**config.mk**
```make
export PLATFORM = sky130hd
export DESIGN_NAME = sh_hf_adaptor_fifo
export DESIGN_NICKNAME = d
export VERILOG_FILES = /design/src/rtl/sh_hf_adaptor_fifo.sv
export SDC_FILE = /design/constraint.sdc
export NUM_CORES = 1
export LEC_CHECK = 0
export BUFFER_PORTS_ARGS = -buffer_cell sky130_fd_sc_hd__buf_2
export CAP_MARGIN = 20
export CORE_MARGIN = 4
export CORE_UTILIZATION = 45
export DETAILED_ROUTE_END_ITERATION = 10
export GPL_TIMING_DRIVEN = 0
export PLACE_DENSITY = 0.72
export SETUP_SLACK_MARGIN = 0.4
export SLEW_MARGIN = 0
export SYNTH_ARGS = -nofsm -noshare
export SYNTH_HDL_FRONTEND = slang
export SYNTH_SLANG_ARGS = --single-unit
```
**constraint.sdc**
```tcl
create_clock -name CLK -period 8.39 [get_ports CLK]
set_input_delay 0.839 -clock CLK [delete_from_list [all_inputs] [get_ports CLK]]
set_output_delay 0.839 -clock CLK [all_outputs]
set_load 0.05 [all_outputs]
```
**src/rtl/sh_hf_adaptor_fifo.sv**
```systemverilog
// sh_hf_adaptor_fifo: Steelhorse-to-LSAB adaptor. Incoming words pass through
// a holdback stage (two stages when the trailing CRC word is stripped) before
// entering a small FIFO that is drained one entry per owned LSAB turn. Each
// frame end pushes a tagged entry that surfaces as IRQ alongside its last word.
module sh_hf_adaptor_fifo #(
    parameter int         DW         = 32,
    parameter int         DEPTH_LOG2 = 3,
    parameter logic [1:0] MY_SLOT    = 2'h0,
    parameter int         STRIP_CRC  = 1
) (
    input  logic                  CLK,
    input  logic                  RST,
    input  logic [1:0]            LSAB_TURN,
    input  logic [DW-1:0]         DATA_FROM_ETH,
    input  logic                  WRITE_IN,
    input  logic                  NEW_PCKT,
    input  logic                  NEW_PCKT_VALID,
    output logic [DW-1:0]         DATA_OUT,
    output logic                  WRITE,
    output logic                  IRQ,
    output logic                  IRQ_VLD,
    output logic                  OVERFLOW,
    output logic [DEPTH_LOG2:0]   LEVEL
);

    localparam int                  DEPTH    = 1 << DEPTH_LOG2;
    localparam int                  EW       = DW + 3;
    localparam logic [DEPTH_LOG2:0] FULL_LVL = {1'b1, {DEPTH_LOG2{1'b0}}};

    // FIFO storage: entry = {tag, vld, nodata, data}
    logic [EW-1:0]           mem [DEPTH];
    logic [DEPTH_LOG2-1:0]   wr_ptr;
    logic [DEPTH_LOG2-1:0]   rd_ptr;
    logic [DEPTH_LOG2:0]     level;

    // Holdback stages: p0 newest, p1 older
    logic [DW-1:0]           data_p0;
    logic [DW-1:0]           data_p1;
    logic                    vld_p0;
    logic                    vld_p1;
    logic [DW-1:0]           data_p0_n;
    logic [DW-1:0]           data_p1_n;
    logic                    vld_p0_n;
    logic                    vld_p1_n;

    logic                    new_pckt_prev;
    logic                    frame_drop;
    logic                    frame_drop_n;
    logic                    pend_tag;
    logic                    pend_tag_n;

    logic                    my_turn;
    logic                    fe;
    logic                    full;
    logic                    empty;
    logic                    pop;

    // Push request coming from the frame path, before arbitration with a pending tag
    logic                    frame_req;
    logic                    frame_tag;
    logic                    frame_nodata;
    logic [DW-1:0]           frame_data;
    logic                    frame_acc;
    logic                    pend_go;
    logic                    push_ok;
    logic                    push_lost;
    logic [EW-1:0]           push_entry;

    logic [EW-1:0]           rd_entry;

    assign my_turn  = (LSAB_TURN == MY_SLOT);
    assign fe       = NEW_PCKT && !new_pckt_prev;
    assign full     = (level == FULL_LVL);
    assign empty    = (level == '0);
    assign pop      = my_turn && !empty;
    assign rd_entry = mem[rd_ptr];
    assign LEVEL    = level;

    // Stage shifting, frame-end tagging and push arbitration
    always_comb begin
        data_p0_n    = data_p0;
        data_p1_n    = data_p1;
        vld_p0_n     = vld_p0;
        vld_p1_n     = vld_p1;
        frame_req    = 1'b0;
        frame_tag    = 1'b0;
        frame_nodata = 1'b0;
        frame_data   = data_p0;

        // A new word shifts in; the oldest stage leaves only when every stage is full
        if (WRITE_IN) begin
            if (STRIP_CRC != 0) begin
                if (vld_p1 && vld_p0) begin
                    frame_req  = 1'b1;
                    frame_data = data_p1;
                end
                data_p1_n = data_p0;
                vld_p1_n  = vld_p0;
            end else if (vld_p0) begin
                frame_req  = 1'b1;
                frame_data = data_p0;
            end
            data_p0_n = DATA_FROM_ETH;
            vld_p0_n  = 1'b1;
        end

        // Frame end acts on the already-shifted stages and replaces any plain push
        if (fe) begin
            frame_req = 1'b1;
            frame_tag = 1'b1;
            if (STRIP_CRC != 0) begin
                frame_data   = data_p1_n;
                frame_nodata = !vld_p1_n;
            end else begin
                frame_data   = data_p0_n;
                frame_nodata = !vld_p0_n;
            end
            vld_p0_n = 1'b0;
            vld_p1_n = 1'b0;
        end

        // A tag that was lost to a full FIFO takes the first slot that frees up
        pend_go   = pend_tag && (!full || pop);
        frame_acc = frame_req && !pend_go && (!full || pop);
        push_ok   = pend_go || frame_acc;
        push_lost = frame_req && !frame_acc;

        if (pend_go) begin
            push_entry = {1'b1, 1'b0, 1'b1, {DW{1'b0}}};
        end else begin
            push_entry = {frame_tag, NEW_PCKT_VALID && !frame_drop, frame_nodata, frame_data};
        end

        pend_tag_n = (pend_tag && !pend_go) || (push_lost && frame_tag);

        frame_drop_n = frame_drop;
        if (pend_go || (frame_acc && frame_tag)) begin
            frame_drop_n = 1'b0;
        end
        if (push_lost) begin
            frame_drop_n = 1'b1;
        end
    end

    // FIFO storage write; contents need no reset since level gates every read
    always_ff @(posedge CLK) begin
        if (push_ok) begin
            mem[wr_ptr] <= push_entry;
        end
    end

    // Control state: stages, pointers, occupancy and frame bookkeeping
    always_ff @(posedge CLK or posedge RST) begin
        if (RST) begin
            data_p0       <= '0;
            data_p1       <= '0;
            vld_p0        <= 1'b0;
            vld_p1        <= 1'b0;
            wr_ptr        <= '0;
            rd_ptr        <= '0;
            level         <= '0;
            new_pckt_prev <= 1'b0;
            frame_drop    <= 1'b0;
            pend_tag      <= 1'b0;
            OVERFLOW      <= 1'b0;
        end else begin
            data_p0       <= data_p0_n;
            data_p1       <= data_p1_n;
            vld_p0        <= vld_p0_n;
            vld_p1        <= vld_p1_n;
            new_pckt_prev <= NEW_PCKT;
            frame_drop    <= frame_drop_n;
            pend_tag      <= pend_tag_n;
            if (push_lost) begin
                OVERFLOW <= 1'b1;
            end
            if (push_ok) begin
                wr_ptr <= wr_ptr + 1'b1;
            end
            if (pop) begin
                rd_ptr <= rd_ptr + 1'b1;
            end
            case ({push_ok, pop})
                2'b10:   level <= level + 1'b1;
                2'b01:   level <= level - 1'b1;
                default: level <= level;
            endcase
        end
    end

    // LSAB side: one entry per owned turn; outputs hold outside our turn
    always_ff @(posedge CLK or posedge RST) begin
        if (RST) begin
            DATA_OUT <= '0;
            WRITE    <= 1'b0;
            IRQ      <= 1'b0;
            IRQ_VLD  <= 1'b0;
        end else if (my_turn) begin
            if (!empty) begin
                DATA_OUT <= rd_entry[DW-1:0];
                WRITE    <= !rd_entry[DW];
                IRQ      <= rd_entry[DW+2];
                IRQ_VLD  <= rd_entry[DW+1];
            end else begin
                WRITE <= 1'b0;
                IRQ   <= 1'b0;
            end
        end
    end

endmodule

```
# == Word-level counts from Yosys, hierarchy flattened ==
# Memories as Yosys holds them, arrays and structs flattened.
# Cells that the tools add are included.
# op_classes
bitwise,1
n_addsub,4
muxes,21
n_reduce_logical,29
n_eq_ne,3
# op_table
cell,n
$mux W32,4
$mux W35,1
$mux W1,15
$logic_and A1 B1 Y1,11
$logic_not A1 Y1,8
$pmux W4 S2,1
$add A3 B1 Y3 const B,2
$reduce_bool A2 Y1,3
$add A4 B1 Y4 const B,1
$eq A4 B4 Y1 const B,1
$logic_not A4 Y1,1
$logic_or A1 B1 Y1,4
$sub A4 B1 Y4 const B,1
$eq A2 B1 Y1 const B,1
$eq A2 B2 Y1 const B,1
$logic_not A2 Y1,1
$reduce_and A2 Y1,1
$not A1 Y1,1
# totals
in_bits,39
ramBits,280
register_bits,115
output_inout_bits,40
mem_count,1
elab_cells,74
# memory_table
name,depth,width,read_ports,rd_ports_with_merged_regs,wr,line,text
mem,8,35,1,0,1,31,logic [EW-1:0] mem [DEPTH];

# == Depth between registers and ports, before layout ==
# logic_depth
word_depth,12
ltp_mapped,11
ltp_nobuf,10

# == Worst setup path after synthesis ==
# No wires, ideal clock.
# synth_path
path_kind,in2reg
start,input NEW_PCKT
end,"memory mem[1][0] (netlist bit), enable pin"
slack_ns,3.799
required_ns,7.919
t_arrival_ns,4.120
path_stages,5
n_path_buf,1
setup_ns,0.471
cell_sequence,nor2b_1 > clkbuf_1 > o32ai_2 > or2_2 > nor3_1
# synth_via
elab_chain_len,7
# synth_rtl
item,line,text
from (decl),16,"input logic NEW_PCKT,"
$logic_and A1 B1 Y1,72,assign fe = NEW_PCKT && !new_pckt_prev;
$mux W1,108,if (fe) begin
$logic_and A1 B1 Y1 (2 in a row),124,frame_acc = frame_req && !pend_go && (!full || pop);
$logic_or A1 B1 Y1,125,push_ok = pend_go || frame_acc;
$mux W1,147,if (push_ok) begin
$mux W1 (implied by the code),148,mem[wr_ptr] <= push_entry;
to (decl),31,
# Every way passes these cells.

# == Final worst setup path ==
# layout_path
start,register level[0] (netlist: LEVEL[0])
end,register level[2] (netlist: LEVEL[2])
# layout_via
elab_chain_len,11
elab_cells_between_ends,17
cone_classes,2 x add/sub; 3 x eq/ne; 1 x mux; 11 x reduce/logical
# layout_rtl
item,line,text
from (decl),34,logic [DEPTH_LOG2:0] level;
from (signal assigned),184,2'b10: level <= level + 1'b1;
from (signal assigned),185,2'b01: level <= level - 1'b1;
from (signal assigned),186,default: level <= level;
$logic_not A4 Y1 *,74,assign empty = (level == '0);
$logic_not A1 Y1 *,n/a,
$logic_and A1 B1 Y1 *,75,assign pop = my_turn && !empty;
named net pop,56,logic pop;
$logic_or A1 B1 Y1,"123, 124",
$logic_and A1 B1 Y1,123,pend_go = pend_tag && (!full || pop);
$logic_not A1 Y1,124,
$logic_and A1 B1 Y1 (2 in a row),124,
$logic_or A1 B1 Y1,125,
$eq A2 B1 Y1 / $eq A2 B2 Y1 (equally long branches),183,"case ({push_ok, pop})"
$pmux W4 S2 / $reduce_bool A2 Y1 (equally long branches),n/a,
# The timed path passes the listed nets; every way through them passes the cells marked *.
# A chain may end at the register's enable or synchronous reset.

==> results.cfg <==
[outcome]
status = finished, final reports clean

[routing]
routed_wl_um = 33400
final_antenna_net_count = 0
drtIter0Drc = 678
dr.pass1.iters = 5
viasPerCell = 5.52
drcViolationCount = 0
vias = 8946
avgRoutedWirePerCell_um = 20.6

[global_routing]
grt_pass1_vias = 8783
grt_pass1_wl_um = 51500
grt_usage_pct = 17.4
grt_max_degree = 63
grt.overflow.total = 0
antenna_found_initial = 0

[clocking]
clockBufferDepth = 3
cts_resized = 0
cts_tree = built
clkLatencyLatePin_ps = 530
cts-root-buf = clkbuf_16
h-tree-depth = 2
cts.hold.buffers_added = 0
cts_setup_buffers = 0
cts.sinks = 395
clk_pin_slew_ps = 60
cts_buffers = 38

[sta]
clock_skew_ps = 17.1
hold_viol = 0
tns_ps = 0
finalSetupViolCount = 0
slew_headroom_pct = 21.5
max_freq_mhz = 327
fin_crit_ps = 3060
rsz0062_at_grt = no
maxSlewViolCount = 0
finalCritPeriodShare_pct = 36.5
worst_slew_pin_slew_ps = 1170

[worst_setup_path]
cp_cell_sequence = or3_4 -> o21ai_4 -> inv_2 -> clkbuf_1 -> ha_1 -> xor2_1 -> ha_1 -> a21oi_1 -> xor2_1 -> nor2_1 -> xor2_1
start_kind = register
crit_slowest_cell = or3_4
slowest_delay_ps = 460
path_common_cell = xor2_1
cp.required_ps = 8790
cp_num_buf_inv = 2
cp_data_arrival_time_ps = 3460
crit_type = reg -> reg
cpLargestDelayFamily = adder cells
worstPathMaxFanout = 11
critPathCaptureType = register

[run]
max_cap_violations = 0

[final_layout]
mostFrequentLayoutCells = edfxtp_1, mux2i_1, dfrtp_1
mostFrequentLayoutCell = edfxtp_1
final_layout_size_suffix_gt1_share_pct = 22.7
num_antenna_cells = 0
final_cells = 1622
layout.nets = 1183
area_delta_synth_final_pct = 16.2

[placed_design]
gp_congestion = 0.796
place_inst = 1554
port_buffers = 77
dpl.hpwl_um = 22500

[floorplan]
initial_core_util_pct = 45.4
core_mm2 = 0.0345
ios = 79
rows = 68
die_area_mm2 = 0.0378
fp.dieH_um = 195
die_width_um = 195

[pwr]
power_leakage_nw = 7.01
power-per-cell-area_mw_per_mm2 = 340
vdd_drop_max_mv = 0.159

[synthesis]
async_flop_share_pct = 29.1
netlist_area_mm2 = 0.0157
ys_seq_area_share_pct = 72.1
synth_warnings = 0
syn_area_per_cell_um2 = 15.5
postSynthCellCount = 1007
synth.distinct_cells = 37
synth_seq_cells = 395
synth_top_flop_cell = edfxtp_1
syn_nets = 1051
synth-edff-count = 280

[hold_path]
hold_class = in -> async
## synth_stat cells, types with 2 or more instances
library cell,instances,area (µm²)
edfxtp_1,280,8410
mux2i_1,135,1350
dfrtp_1,115,2880
nand2_1,76,285
a22oi_1,68,510
mux2_2,68,766
nand3_1,65,325
o21ai_0,35,175
a21oi_1,33,165
clkbuf_1,33,124
buf_2,28,140
nor2_1,16,60.1
nand2b_1,8,50.1
ha_1,5,62.6
nor2b_1,4,25.0
xnor2_1,4,35.0
xor2_1,4,35.0
inv_1,3,11.3
or2_2,3,18.8
a32o_1,2,20.0
buf_6,2,22.5
mux4_2,2,45.0
nor3_1,2,10.0
nor3b_1,2,15.0
o22ai_1,2,12.5
## state kept, by name (all words and copies together) (netlist names)
signal and cells:
mem 280, DATA_OUT 32, data_p0 32, data_p1 32, LEVEL 4, rd_ptr 3, wr_ptr 3, IRQ 1
IRQ_VLD 1, OVERFLOW 1, WRITE 1, frame_drop 1, new_pckt_prev 1, pend_tag 1, vld_p0 1, vld_p1 1
## layout make-up
type | instances | area [µm²]
Fill cell | 2782 | 16300
Sequential cell | 395 | 11300
Multi-Input combinational cell | 545 | 4130
Clock buffer | 45 | 1040
Timing Repair Buffer | 92 | 627
Tap cell | 455 | 569
Buffer | 63 | 287
Clock inverter | 23 | 245
Inverter | 4 | 20.0
## final timing paths
path,slack (ps),endpoint,from,depth (start not counted)
hold / removal,350,data_p0[8],RST,2
max in group asynchronous,7330,DATA_OUT[22],RST,3
setup reg to reg,5330,LEVEL[2],LEVEL[0],11
min in group CLK,450,new_pckt_prev,NEW_PCKT,1
hold reg to reg,470,DATA_OUT[26],DATA_OUT[26],2
setup / recovery,5330,LEVEL[2],LEVEL[0],11
## stage by stage
stage	area [µm²]	setup slack, ps	hold WS (ps)	power (mW)	util, %
after floorplan	15700	3800	471	3.91	-
after global placement	16600	1210	445	4.40	48.2
after detailed placement	16900	4880	459	4.48	49.1
after CTS	18200	5300	380	6.22	52.8
after global routing	18200	5050	399	6.46	52.8
final	18200	5330	352	6.18	52.8
## power breakdown
| group | total, mW | internal, mW | switching, mW |
|---|---|---|---|
| registers | 2.59 | 2.46 | 0.133 |
| logic | 1.85 | 0.588 | 1.26 |
| clock network | 1.74 | 1.04 | 0.699 |
| total | 6.18 | 4.09 | 2.09 |
## per-layer routing
layer | global-route usage (%) | share of wire [%] | vias up | routed length, µm
li1 | - | - | 4079 | -
met1 | 23.9 | 43 | 4517 | 14200
met2 | 29.3 | 49 | 299 | 16400
met3 | 2.44 | 5.9 | 51 | 1980
met4 | 4.53 | 2.2 | 0 | 724
met5 | 0 | 0 | - | 0
## cell families after synthesis
kind of cell | after synthesis | synth area share, %
flops | 395 | 72.1
xor+xnor | 8 | 0.447
simple gates | 182 | 5.33
mux | 205 | 13.8
buf+inv | 67 | 1.93
compound gates | 144 | 5.95
fa+ha+maj | 6 | 0.463
Power figures use the tool's default switching activity.
